### config.mk
export PLATFORM = sky130hd
export DESIGN_NAME = reg_file
export DESIGN_NICKNAME = d
export VERILOG_FILES = /design/src/rtl/lc3_pkg.sv /design/src/rtl/reg_16.sv /design/src/rtl/reg_file.sv
export SDC_FILE = /design/constraint.sdc
export NUM_CORES = 1
export LEC_CHECK = 0
export ABC_AREA = 1
export BUFFER_PORTS_ARGS = -buffer_cell sky130_fd_sc_hd__buf_2
export CORE_MARGIN = 1.5
export CORE_UTILIZATION = 65
export DETAILED_ROUTE_END_ITERATION = 10
export PLACE_DENSITY = 0.86
export SKIP_CTS_REPAIR_TIMING = 1
export SLEW_MARGIN = 15
export SYNTH_ARGS = -nofsm -noshare
export SYNTH_HDL_FRONTEND = slang
export SYNTH_SLANG_ARGS = --single-unit
export TNS_END_PERCENT = 50
### constraint.sdc
create_clock -name Clk -period 12.3 [get_ports Clk]
set_clock_uncertainty 0.05 [all_clocks]
set_input_delay 1.23 -clock Clk [delete_from_list [all_inputs] [get_ports Clk]]
set_output_delay 1.23 -clock Clk [all_outputs]
set_load 0.05 [all_outputs]
### src/rtl/lc3_pkg.sv
`default_nettype none
// ============================================================================
// Module      : lc3_pkg
// Description : Shared types and constants for the simplified LC-3 datapath.
//               Holds the bus width, register-index and condition-code types,
//               and the one-hot NZP encodings.
// Revision    : 1.0 - initial release
// ============================================================================
package lc3_pkg;

    localparam int DATA_W = 16;

    typedef logic [2:0] reg_idx_t;
    typedef logic [2:0] nzp_t;

    localparam nzp_t NZP_N = 3'b100;
    localparam nzp_t NZP_Z = 3'b010;
    localparam nzp_t NZP_P = 3'b001;

endpackage
`default_nettype wire

### src/rtl/reg_16.sv
`default_nettype none
// ============================================================================
// Module      : reg_16
// Description : Single DATA_W-wide register with load enable and asynchronous
//               active-high reset to zero.
// Ports       : Clk     - rising-edge clock
//               Reset   - asynchronous active-high clear
//               i_ld    - load enable, captures i_d at the edge
//               i_d     - data to load
//               o_q     - current register contents
// Revision    : 1.0 - initial release
// ============================================================================
module reg_16 #(
    parameter int DATA_W = 16
) (
    input  logic              Clk,
    input  logic              Reset,
    input  logic              i_ld,
    input  logic [DATA_W-1:0] i_d,
    output logic [DATA_W-1:0] o_q
);

    logic [DATA_W-1:0] r_q;

    always_ff @(posedge Clk or posedge Reset) begin
        if (Reset) begin
            r_q <= '0;
        end else if (i_ld) begin
            r_q <= i_d;
        end
    end

    assign o_q = r_q;

endmodule
`default_nettype wire

### src/rtl/reg_file.sv
`default_nettype none
// ============================================================================
// Module      : reg_file
// Description : Eight-entry general-purpose register file with NZP condition
//               codes for the simplified LC-3 datapath. Writes are steered by
//               the decoder's one-hot R0..R7 lines gated by LD_REG; two
//               combinational read ports feed the ALU and address adders.
// Ports       : Clk, Reset        - clock, async active-high reset
//               LD_REG            - register write strobe
//               R0..R7            - one-hot destination select
//               Data_in           - CPU bus value
//               LD_CC             - condition-code load strobe
//               SR1_SEL, SR2_SEL  - read-port register indices
//               SR1_OUT, SR2_OUT  - read-port data
//               NZP               - condition codes {N,Z,P}
//               ERR_SEL           - sticky illegal-select flag
// Revision    : 1.0 - initial release
// ============================================================================
module reg_file #(
    parameter int DATA_W = lc3_pkg::DATA_W,
    parameter bit BYPASS = 1'b0
) (
    input  logic              Clk,
    input  logic              Reset,
    input  logic              LD_REG,
    input  logic              R0,
    input  logic              R1,
    input  logic              R2,
    input  logic              R3,
    input  logic              R4,
    input  logic              R5,
    input  logic              R6,
    input  logic              R7,
    input  logic [DATA_W-1:0] Data_in,
    input  logic              LD_CC,
    input  lc3_pkg::reg_idx_t SR1_SEL,
    input  lc3_pkg::reg_idx_t SR2_SEL,
    output logic [DATA_W-1:0] SR1_OUT,
    output logic [DATA_W-1:0] SR2_OUT,
    output lc3_pkg::nzp_t     NZP,
    output logic              ERR_SEL
);

    import lc3_pkg::*;

    localparam int c_NREGS = 8;

    logic [c_NREGS-1:0] w_sel;
    logic [3:0]         w_cnt;
    logic               w_onehot;
    logic               w_wr_ok;
    logic               w_wr_bad;
    logic [DATA_W-1:0]  w_q [c_NREGS];
    nzp_t               w_nzp_next;
    nzp_t               r_nzp;
    logic               r_err;

    assign w_sel = {R7, R6, R5, R4, R3, R2, R1, R0};

    // Legal write needs exactly one select bit set.
    always_comb begin
        w_cnt = '0;
        for (int i = 0; i < c_NREGS; i++) begin
            w_cnt = w_cnt + {3'b000, w_sel[i]};
        end
        w_onehot = (w_cnt == 4'd1);
    end

    assign w_wr_ok  = LD_REG &  w_onehot;
    assign w_wr_bad = LD_REG & ~w_onehot;

    for (genvar gi = 0; gi < c_NREGS; gi++) begin : g_regs
        reg_16 #(
            .DATA_W (DATA_W)
        ) u_reg (
            .Clk   (Clk),
            .Reset (Reset),
            .i_ld  (w_wr_ok & w_sel[gi]),
            .i_d   (Data_in),
            .o_q   (w_q[gi])
        );
    end

    // Read ports. With forwarding enabled, a legal write to the selected
    // register shows its incoming value before the edge.
    always_comb begin
        SR1_OUT = w_q[SR1_SEL];
        if (BYPASS && w_wr_ok && w_sel[SR1_SEL]) begin
            SR1_OUT = Data_in;
        end
    end

    always_comb begin
        SR2_OUT = w_q[SR2_SEL];
        if (BYPASS && w_wr_ok && w_sel[SR2_SEL]) begin
            SR2_OUT = Data_in;
        end
    end

    // Sign bit takes priority, so exactly one NZP bit is ever produced.
    always_comb begin
        w_nzp_next = NZP_P;
        if (Data_in[DATA_W-1]) begin
            w_nzp_next = NZP_N;
        end else if (Data_in == '0) begin
            w_nzp_next = NZP_Z;
        end
    end

    always_ff @(posedge Clk or posedge Reset) begin
        if (Reset) begin
            r_nzp <= NZP_Z;
        end else if (LD_CC) begin
            r_nzp <= w_nzp_next;
        end
    end

    always_ff @(posedge Clk or posedge Reset) begin
        if (Reset) begin
            r_err <= 1'b0;
        end else if (w_wr_bad) begin
            r_err <= 1'b1;
        end
    end

    assign NZP     = r_nzp;
    assign ERR_SEL = r_err;

endmodule
`default_nettype wire

Word-level counts from Yosys, hierarchy flattened --
Index checks and enable logic that the tools add are counted.
Word-level totals: output and inout bits 36, logic and storage cells 42, register bits after elaboration 132
Operators by class: bitwise logic cells 13, eq/ne operators 1, mux-type cells 8, magnitude comparators 2, reduce and logical (&&, ||, !) cells 1, add/subtract/negate cells 7
Operators by type and width (count):
- $bmux 16 s3 | 2
- $mux 16 | 4
- $add 4x1->4 | 4
- $logic_not 16->1 | 1
- $and 1x1->1 | 10
- $ge 4x4->1 const B | 2
- $not 3->4 | 2
- $add 3x1->4 | 1
- $eq 4x1->1 const B | 1
- $add 2x1->3 | 1
- $mux 3 | 1
- $add 1x1->2 | 1
- $mux 2 | 1
- $not 1->1 | 1

Depth between registers and ports, before layout --
Gate-level depths: netlist of the first run.
word-level depth 10, mapped depth 18

By module --
A second synthesis of the first run with hierarchy kept.
Unflattened totals: cells, all modules 1347, area, all modules 8680.8 µm²
By module, submodules not included:
- reg_16 | sequential area each 400.4 µm², cells each 69, area an instance 648.1 µm², times used 8
- reg_file | sequential area each 101.3 µm², cells each 795, area an instance 3495.9 µm², times used 1

Least setup slack after synthesis of the first run --
Ideal clock, no wire load.
kind input port to flip-flop, from input port R0, to register g_regs[3].u_reg.r_q[0], path buffers 3, data arrival time 4768 ps, slack 7364 ps, data required time 12131 ps, stages 16, setup time 119 ps, path through clkbuf_1 -> clkbuf_1 -> inv_1 -> fa_1 -> fa_1 -> fa_1 -> inv_1 -> ha_1 -> inv_1 -> fa_1 -> nand2_1 -> nor2_4 -> nand4_1 -> buf_2 -> nand2_1 -> nand2_1
On the way: cells in the longest elaborated chain, start to end 10
RTL lines:
- start, declared | RTL line reg_file.sv:26 | input logic R0,
- $add 1x1->2 | RTL line reg_file.sv:64 | w_cnt = w_cnt + {3'b000, w_sel[i]};
- $add 2x1->3 | RTL line reg_file.sv:64
- $add 3x1->4 | RTL line reg_file.sv:64
- $add 4x1->4 (4 in a row) | RTL line reg_file.sv:64
- $eq 4x1->1 | RTL line reg_file.sv:66 | w_onehot = (w_cnt == 4'd1);
- $and 1x1->1 | RTL line reg_file.sv:69 | assign w_wr_ok = LD_REG & w_onehot;
- $and 1x1->1 | RTL line reg_file.sv:78 | .i_ld (w_wr_ok & w_sel[gi]),
- end signal, assigned | RTL line reg_16.sv:29 | r_q <= i_d;
- end, declared | RTL line reg_16.sv:23 | logic [DATA_W-1:0] r_q;
Every way passes these cells. A chain may end at the register's enable or synchronous reset.

Final worst setup path of the first run --
from input port R0, to register g_regs[2].u_reg.r_q[6]
On the way: cells in the longest elaborated chain, start to end 10
RTL lines (RTL line):
- $add 1x1->2 | reg_file.sv:64
- $add 2x1->3 | reg_file.sv:64
- $add 3x1->4 | reg_file.sv:64
- $add 4x1->4 (4 in a row) | reg_file.sv:64
- $eq 4x1->1 | reg_file.sv:66
- $and 1x1->1 | reg_file.sv:69
- $and 1x1->1 | reg_file.sv:78
- end signal, assigned | reg_16.sv:29
- end, declared | reg_16.sv:23
Every way passes these cells.

==> key figures, run 1 <==
Outcome
  • Status: finished with violations
  • Failing checks: DRC

Layout
  • P&R area growth vs syn: 9.58%
  • Nets@finish: roughly 1200
  • # diodes: 0
  • Fillers: 958
  • Layout cells sized above 1: between 10% and 20%
  • Util after Layout: about 73%

Timing
  • Max Freq: approximately 0.18 GHz
  • Slew @ Worst Pin: ~1.3 ns
  • RSZ-0062 raised after global routing: no
  • Hold Violations, Final: 0
  • Sum Neg Setup Slack: 0 ns
  • Hold_ws: approximately 0.43 ns
  • Rel. slew slack: 12.4%
  • Period Utilization, post-route: 45.7%
  • Min Tclk post-route: 5.62 ns
  • Setup violations, final: 0
  • Pins Over Slew Limit: 0

Synth
  • Synth top area cells: dfrtp_1, nand2_1, o21ai_0
  • Commonest cells post-synth: nand2_1, o21ai_0, nand4_1
  • Synth warn: 0
  • Post-synth EDFFs: 0
  • Top-count cell post-synth: nand2_1
  • Register area share after synthesis: approximately 42%
  • Asr flop ratio synth: 100%
  • Count of unique library cells instantiated by Yosys: 18
  • Post-Synthesis Cells: 1153
  • Synth area leader: dfrtp_1
  • #FFs+latches synth: 132
  • Synth Area per Inst: 6.90 sq um
  • Post-Syn Area: 7960 sq um
  • Post-synth top flop: dfrtp_1
  • Mapped Nets: 1194
  • Share of the synthesized area in the top cell type: 41.2%

Global routing
  • Largest net degree at the start of global routing: 98
  • Global-route wire length before repair: 41000 microns
  • Met2 Use GR: a little over three fifths
  • Met3 global-route usage: 8.50%
  • GR Overflow Total: 0
  • Initial antenna violation count: 0
  • Vias in the first global route: 7919
  • GRT Max-Usage Layer: met2
  • GRT met1 Usage: 56.0%
  • Total GRT Usage: 41.1%

Clocking
  • Num CTS Buffers: 17
  • Deepest level of the CTS H-tree: 4
  • CTS Root Cell: clkbuf_16
  • Clock Sinks: 132
  • CTS tree: built
  • CTS Buffer Depth: 2
  • Worst-skew pair later-pin latency: 0.42 ns
  • Clock transition at path regs: 0.06 ns

Routing
  • WL/cell: 20.0 microns
  • Via-to-Cell Ratio: 6.63
  • Starting DRT DRC Count: 1551
  • DRT Pass-1 Iters: 11
  • Final wirelength: 25900 microns
  • Vias: 8578
  • DRC Markers: 1
  • Detail Route Antenna Nets: 0

Critical path
  • R2r worst-path depth: 2
  • CP Class: in2reg
  • Crit end category: flop
  • Setup slack, reg-to-reg: 11.53 ns
  • Crit-path max FO: 79
  • CP Launch Type: primary input
  • Data required, critical path: ~13 ns
  • Sum of buffers and inverters on the critical path: 7
  • Worst EP arrival: between 5 and 6 ns
  • CP cell instances: buf_2, inv_1, fa_1, fa_1, fa_1, inv_1, ha_1, inv_1, fa_1, nand2_1, inv_1, nand2_1, a21oi_4, buf_4, buf_4, nand4_1, nand2_1
  • Critical R2R Capture: g_regs[2].u_reg.o_q[6]
  • Largest delay share family, worst path: adder cells
  • Worst r2r src: g_regs[2].u_reg.o_q[6]
  • Crit-path max cell delay: 0.73 ns
  • Critical-path top delay cell: buf_4

Placed design
  • RD Place Congestion: 0.878
  • Dpl hpwl: approximately 14000 microns
  • PortBufs: 69

Floorplan
  • Ports: 70
  • Initial core utilization: 66.5%
  • Die Y: between 100 and 150 microns
  • Core Region: 12000 sq um
  • FP Rows: 40
  • DIE AREA: 12900 sq um
  • Die width: 114 microns

Power
  • Leak Pwr: ~0.0044 uW
  • Peak supply drop: 0.000144 V
  • Total power: approximately 2000 uW
  • Pwr Density: around 240 nW/um^2

Job
  • Max_cap viols: 0

Min path
  • Worst hold-check path type: reg2reg
  • Min-delay src: NZP[0]
  • Worst hold path endpoint: NZP[0]
  • Hold Crit Depth: 2
==> layer usage <==
| layer | share of wire, % | vias up |
|---|---|---|
| met5 | 0 | - |
| met4 | 4.3 | 0 |
| met3 | 15 | 138 |
| met2 | 45 | 750 |
| met1 | 36 | 3865 |
| li1 | - | 3825 |
==> cells by family (layout without fill, tap and decap cells) <==
group	after synthesis	count (layout)	synth area share (%)
flip-flops	132	132	41.5
adder cells (fa/ha/maj)	7	7	1.48
buffers and inverters	172	166	8.73
AO/OA/AOI/OAI	259	259	16.4
AND/OR/NAND/NOR	583	583	31.9
==> metrics by stage <==
step	cells	area, sq um	setup slack [ns]
after global routing	1294	8720	6.50
after global placement	1262	8080	6.54
after CTS	1294	8720	6.81
after floorplan	1153	7960	7.36
final	1294	8720	6.68
after detailed placement	1262	8080	6.42
==> layout make-up <==
| type | count | area [sq um] | share of cell area (%) |
|---|---|---|---|
| Clock inverter | 13 | 180 | 2.07 |
| Tap cell | 147 | 184 | 2.11 |
| Timing Repair Buffer | 79 | 423 | 4.85 |
| Inverter | 55 | 209 | 2.40 |
| Multi-Input combinational cell | 849 | 3960 | 45.5 |
| Sequential cell | 132 | 3300 | 37.9 |
| Clock buffer | 19 | 453 | 5.20 |
==> registers in the layout (all words and copies together) (netlist names) <==
signal            cells
ERR_SEL               1
NZP                   3
g_regs.u_reg.o_q    128
==> cells in the final DEF (no fill, tap or decap), drive strengths merged <==
cell type  synthesis  routed
o21ai            193     193
fa                 4       4
buf               39      79
a21oi             65      65
nand4            136     136
clkbuf            78      19
bufinv             0       4
nor2              80      80
clkinvlp           0       3
o21bai             1       1
ha                 3       3
dfstp              1       1
inv               55      56
clkinv             0       5
nand2            367     367
dfrtp            131     131
==> worst reg2reg max path, stage by stage, from the launching register on <==
cell and delay [ns]:
dfrtp_1 0.40, nand2_1 0.10, nand2_1 0.10
==> worst max path at each step <==
stage               cells past startpoint                      to  from  slack [ns]
floorplan                              16  g_regs[3].u_reg.o_q[0]    R0        7.36
global placement                       17  g_regs[0].u_reg.o_q[5]    R0        6.54
detailed placement                     17  g_regs[2].u_reg.o_q[7]    R0        6.42
CTS                                    17  g_regs[2].u_reg.o_q[6]    R0        6.81
global route                           17  g_regs[7].u_reg.o_q[1]    R0        6.50
finish                                 17  g_regs[2].u_reg.o_q[6]    R0        6.68
==> report_power, final <==
| group | internal, uW | switching [uW] | leakage [uW] |
|---|---|---|---|
| logic | 218 | 498 | 0.00246 |
| clock network | 349 | 196 | 0.000305 |
| registers | 642 | 151 | 0.00165 |
No activity file was read; power rests on OpenSTA's default activity.
==> inputs of run 2 (changes only) <==
CORE_UTILIZATION = 55   (was 65)
PLACE_DENSITY = 0.77   (was 0.86)
clock period = 4.81 ns   (was 12.3 ns; I/O delays follow)
==> key figures, run 2 (synthesized netlist as in run 1, its figures left out) <==
Floorplan
  • FP Rows: between 40 and 50
  • Initial core utilization: 56.9%
  • Core Region: 14000 sq um
  • DIE AREA: 15200 sq um
  • Die width: 123 microns
  • Die Y: 123 microns
  • Ports: 70

Power
  • Peak supply drop: 0.000328 V
  • Leak Pwr: about 0.0045 uW
  • Pwr Density: 588 nW/um^2

Clocking
  • Clock transition at path regs: approximately 0.060 ns
  • CTS Buffer Depth: 2
  • Worst-skew pair later-pin latency: around 0.43 ns
  • Clock Sinks: 132
  • Num CTS Buffers: 17
  • CTS tree: built
  • CTS Root Cell: clkbuf_16
  • Deepest level of the CTS H-tree: 4

Placed design
  • PortBufs: 69
  • RD Place Congestion: 0.858
  • Dpl hpwl: roughly 16000 microns
  • Post-Place Cells: 1315

Timing
  • Setup violations, final: 0
  • Sum Neg Setup Slack: 0 ns
  • Pins Over Slew Limit: 0
  • Period Utilization, post-route: 79.1%
  • RSZ-0062 raised after global routing: no
  • Min Tclk post-route: 3.81 ns
  • Rel. slew slack: 26.1%
  • Max Freq: 0.263 GHz
  • Hold Violations, Final: 0
  • Hold_ws: 0.215 ns
  • Slew @ Worst Pin: 1.11 ns

Layout
  • Fin cells: roughly 1300
  • Fillers: between 1000 and 1500
  • Util after Layout: 63.6%
  • Nets@finish: roughly 1200
  • Most common cell after layout, fill and taps aside: nand2_1
  • Most frequent cells in the layout: nand2_1, o21ai_0, nand4_1
  • Register area: between 3000 and 4000 sq um
  • Multi-input logic area: 3960 sq um
  • P&R area growth vs syn: 11.8%
  • # diodes: 0
  • Layout cells sized above 1: 11.3%
  • Max reg flops: around 130

Job
  • Max_cap viols: 0

Routing
  • WL/cell: 20.0 microns
  • DRC Markers: 0
  • Final wirelength: 26900 microns
  • DRT Pass-1 Iters: 5
  • Detail Route Antenna Nets: 0
  • Starting DRT DRC Count: ~1100
  • Via-to-Cell Ratio: about 6.3
  • Vias: 8445

Global routing
  • Largest net degree at the start of global routing: 114
  • GR Overflow Total: 0
  • Global-route wire length before repair: 42600 microns
  • Vias in the first global route: slightly below 8000
  • Initial antenna violation count: 0
  • Total GRT Usage: 37.4%

Critical path
  • Crit-path max FO: 9
  • CP Class: in2reg
  • CP Launch Type: primary input
  • Data required, critical path: 5.08 ns
  • Worst EP arrival: 4.07 ns
  • Crit end category: flop

Min path
  • Worst hold-check path type: in2async

Outcome
  • Status: completed
[run 2: final cells by class]
class	count	area share, %
Multi-Input combinational cell	849	44.6
Clock buffer	21	5.18
Tap cell	180	2.53
Clock inverter	10	1.48
Inverter	55	2.38
Timing Repair Buffer	99	6.72
Sequential cell	132	37.2
[run 2: final timing paths]
check | startpoint | end | slack (ns) | cells after the start
setup / recovery | R0 | g_regs[2].u_reg.o_q[0] | 1.00 | 16
hold / removal | Reset | g_regs[5].u_reg.o_q[3] | 0.21 | 2
setup reg to reg | NZP[1] | NZP[1] | 4.04 | 2
hold reg to reg | ERR_SEL | ERR_SEL | 0.42 | 1
max in group asynchronous | Reset | NZP[1] | 3.49 | 3
min in group Clk | LD_CC | NZP[2] | 0.25 | 3
[run 2: report_power, final]
part,switching [uW],internal (uW),total [uW]
combinational,1280,594,1870
sequential,394,1640,2040
clock,492,834,1330
[run 2: critical path: stages]
cell and delay (ns):
buf_2 0.09, inv_1 0.05, fa_1 0.55, fa_1 0.45
fa_1 0.45, inv_1 0.07, ha_1 0.15, inv_1 0.05
fa_1 0.40, nor2_1 0.11, nand2_1 0.11, nand2_1 0.23
nand4_1 0.41, buf_4 0.33, nand2_1 0.07, nand2_1 0.06
[run 2: per-layer routing]
metal	vias to the layer above	global-route usage, %	part of all wire, %
met1	3890	52.5	40
met5	-	0	0
met4	0	16.5	4.2
met3	84	8.95	13
met2	605	55.1	43
li1	3866	-	-
[run 2: through the flow]
| step | power [uW] | setup slack [ns] | area [sq um] |
|---|---|---|---|
| floorplan | 3350 | 0.623 | 7960 |
| finish | 5230 | 1.00 | 8890 |
| detailed placement | 3870 | 0.601 | 8300 |
| global placement | 3810 | 0.749 | 8300 |
| global route | 5570 | 0.875 | 8890 |
| CTS | 5200 | 1.05 | 8890 |
==> inputs of run 3 (changes only) <==
clock period = 3.5 ns   (was 4.81 ns; I/O delays follow)
==> key figures, run 3 (synthesized netlist as in run 1, its figures left out) <==
Critical path
  • Crit-path max FO: 37
  • Worst EP arrival: 3.69 ns
  • CP Launch Type: primary input
  • Crit end category: flop
  • CP Class: in2reg
  • R2r worst-path depth: 2
  • Data required, critical path: 3.82 ns

Clocking
  • Deepest level of the CTS H-tree: 4
  • CTS tree: built
  • Num CTS Buffers: 17
  • Worst-skew pair later-pin latency: 0.43 ns
  • Clock transition at path regs: 0.06 ns
  • CTS Root Cell: clkbuf_16
  • Clock Sinks: between 100 and 150
  • CTS Buffer Depth: 2

Routing
  • DRT Pass-1 Iters: 5
  • Via-to-Cell Ratio: 6.25
  • WL/cell: about 19 microns
  • Starting DRT DRC Count: 930
  • Final wirelength: about 27000 microns
  • Detail Route Antenna Nets: 0
  • Vias: ~8600
  • DRC Markers: 0

Global routing
  • Vias in the first global route: 7744
  • Global-route wire length before repair: 41400 microns
  • Largest net degree at the start of global routing: 57
  • Total GRT Usage: 36.5%
  • Initial antenna violation count: 0
  • GR Overflow Total: 0

Power
  • Leak Pwr: 0.00462 uW
  • Peak supply drop: roughly 0.00050 V
  • Pwr Density: 790 nW/um^2

Placed design
  • PortBufs: 69
  • Post-Place Cells: 1336
  • Pre-CTS setup slack: -0.320 ns
  • Dpl hpwl: 16600 microns
  • RD Place Congestion: 0.904

Floorplan
  • Die width: approximately 120 microns
  • Die Y: 123 microns
  • Initial core utilization: between 50% and 60%
  • FP Rows: 43
  • DIE AREA: 15200 sq um
  • Ports: 70
  • Core Region: 14000 sq um

Min path
  • Hold Crit Depth: 3
  • Worst hold-check path type: in2reg

Timing
  • Fin worst setup slack: approximately 0.12 ns
  • Setup violations, final: 0
  • Period Utilization, post-route: 96.5%
  • Slew @ Worst Pin: around 1.1 ns
  • Max Freq: 0.296 GHz
  • Min Tclk post-route: 3.38 ns
  • Sum Neg Setup Slack: 0 ns
  • Pins Over Slew Limit: 0
  • Rel. slew slack: 26.9%
  • Hold Violations, Final: 0
  • RSZ-0062 raised after global routing: no

Layout
  • Util after Layout: 65.2%
  • P&R area growth vs syn: 14.6%
  • Most common cell after layout, fill and taps aside: nand2_1
  • # diodes: 0
  • Layout cells sized above 1: 13.5%
  • Fin cells: 1369
  • Nets@finish: 1217
  • Most frequent cells in the layout: nand2_1, o21ai_0, nand4_1
  • Max reg flops: 128

Outcome
  • Status: completed

Job
  • Max_cap viols: 0
run 3: cell count changes in the layout (fill, tap and decap cells not counted), sizes merged:
| cell | change |
|---|---|
| clkinvlp | +1 |
| inv | -1 |
| buf | +21 |
| dlygate4sd3 | +1 |
| clkbuf | +2 |
| bufinv | -1 |
run 3: final timing paths:
path,startpoint,to,slack (ns)
max in group asynchronous,Reset,g_regs[7].u_reg.o_q[7],1.91
min in group asynchronous,Reset,g_regs[7].u_reg.o_q[10],0.47
hold / removal,LD_CC,NZP[2],0.13
setup reg to reg,NZP[1],NZP[1],2.73
setup / recovery,R3,g_regs[6].u_reg.o_q[7],0.12
hold reg to reg,g_regs[1].u_reg.o_q[8],g_regs[1].u_reg.o_q[8],0.42
run 3: metrics by stage:
stage	hold slack (ns)	area, sq um	total power, uW
floorplan	0.392	8120	4640
global placement	0.369	8520	5280
detailed placement	0.371	8520	5370
CTS	-0.0798	9110	7160
global route	0.152	9120	7670
finish	0.128	9120	7200
run 3: power by group:
part	total (uW)	switching [uW]	internal (uW)
combinational	2650	1780	872
clock	1790	668	1120
sequential	2770	507	2260
total	7200	2950	4250
run 3: critical path, stage by stage:
cell	delay (ns)
buf_2	0.09
inv_2	0.04
fa_1	0.61
fa_1	0.45
fa_1	0.43
inv_1	0.08
ha_2	0.19
inv_2	0.04
fa_1	0.49
nand2_2	0.07
inv_1	0.06
nand2_1	0.08
a21oi_4	0.15
buf_12	0.16
buf_12	0.20
nand4_1	0.11
nand2_1	0.10
run 3: layout make-up:
type,instances,area (sq um)
clock buffer,23,488
clock inverter,9,101
fill,1297,4870
inverter,55,210
multi-input combinational,849,3970
sequential,132,3300
tap,180,225
timing repair buffer,121,816
run 3: per-layer routing:
layer,share of wire [%],wire (microns),vias to the layer above,global-route usage (%)
met5,0,0,-,0
met4,3.0,801,0,14.2
met3,11,2850,62,5.95
met2,46,12200,524,58.3
met1,40,10700,4052,50.2
li1,-,-,3915,-
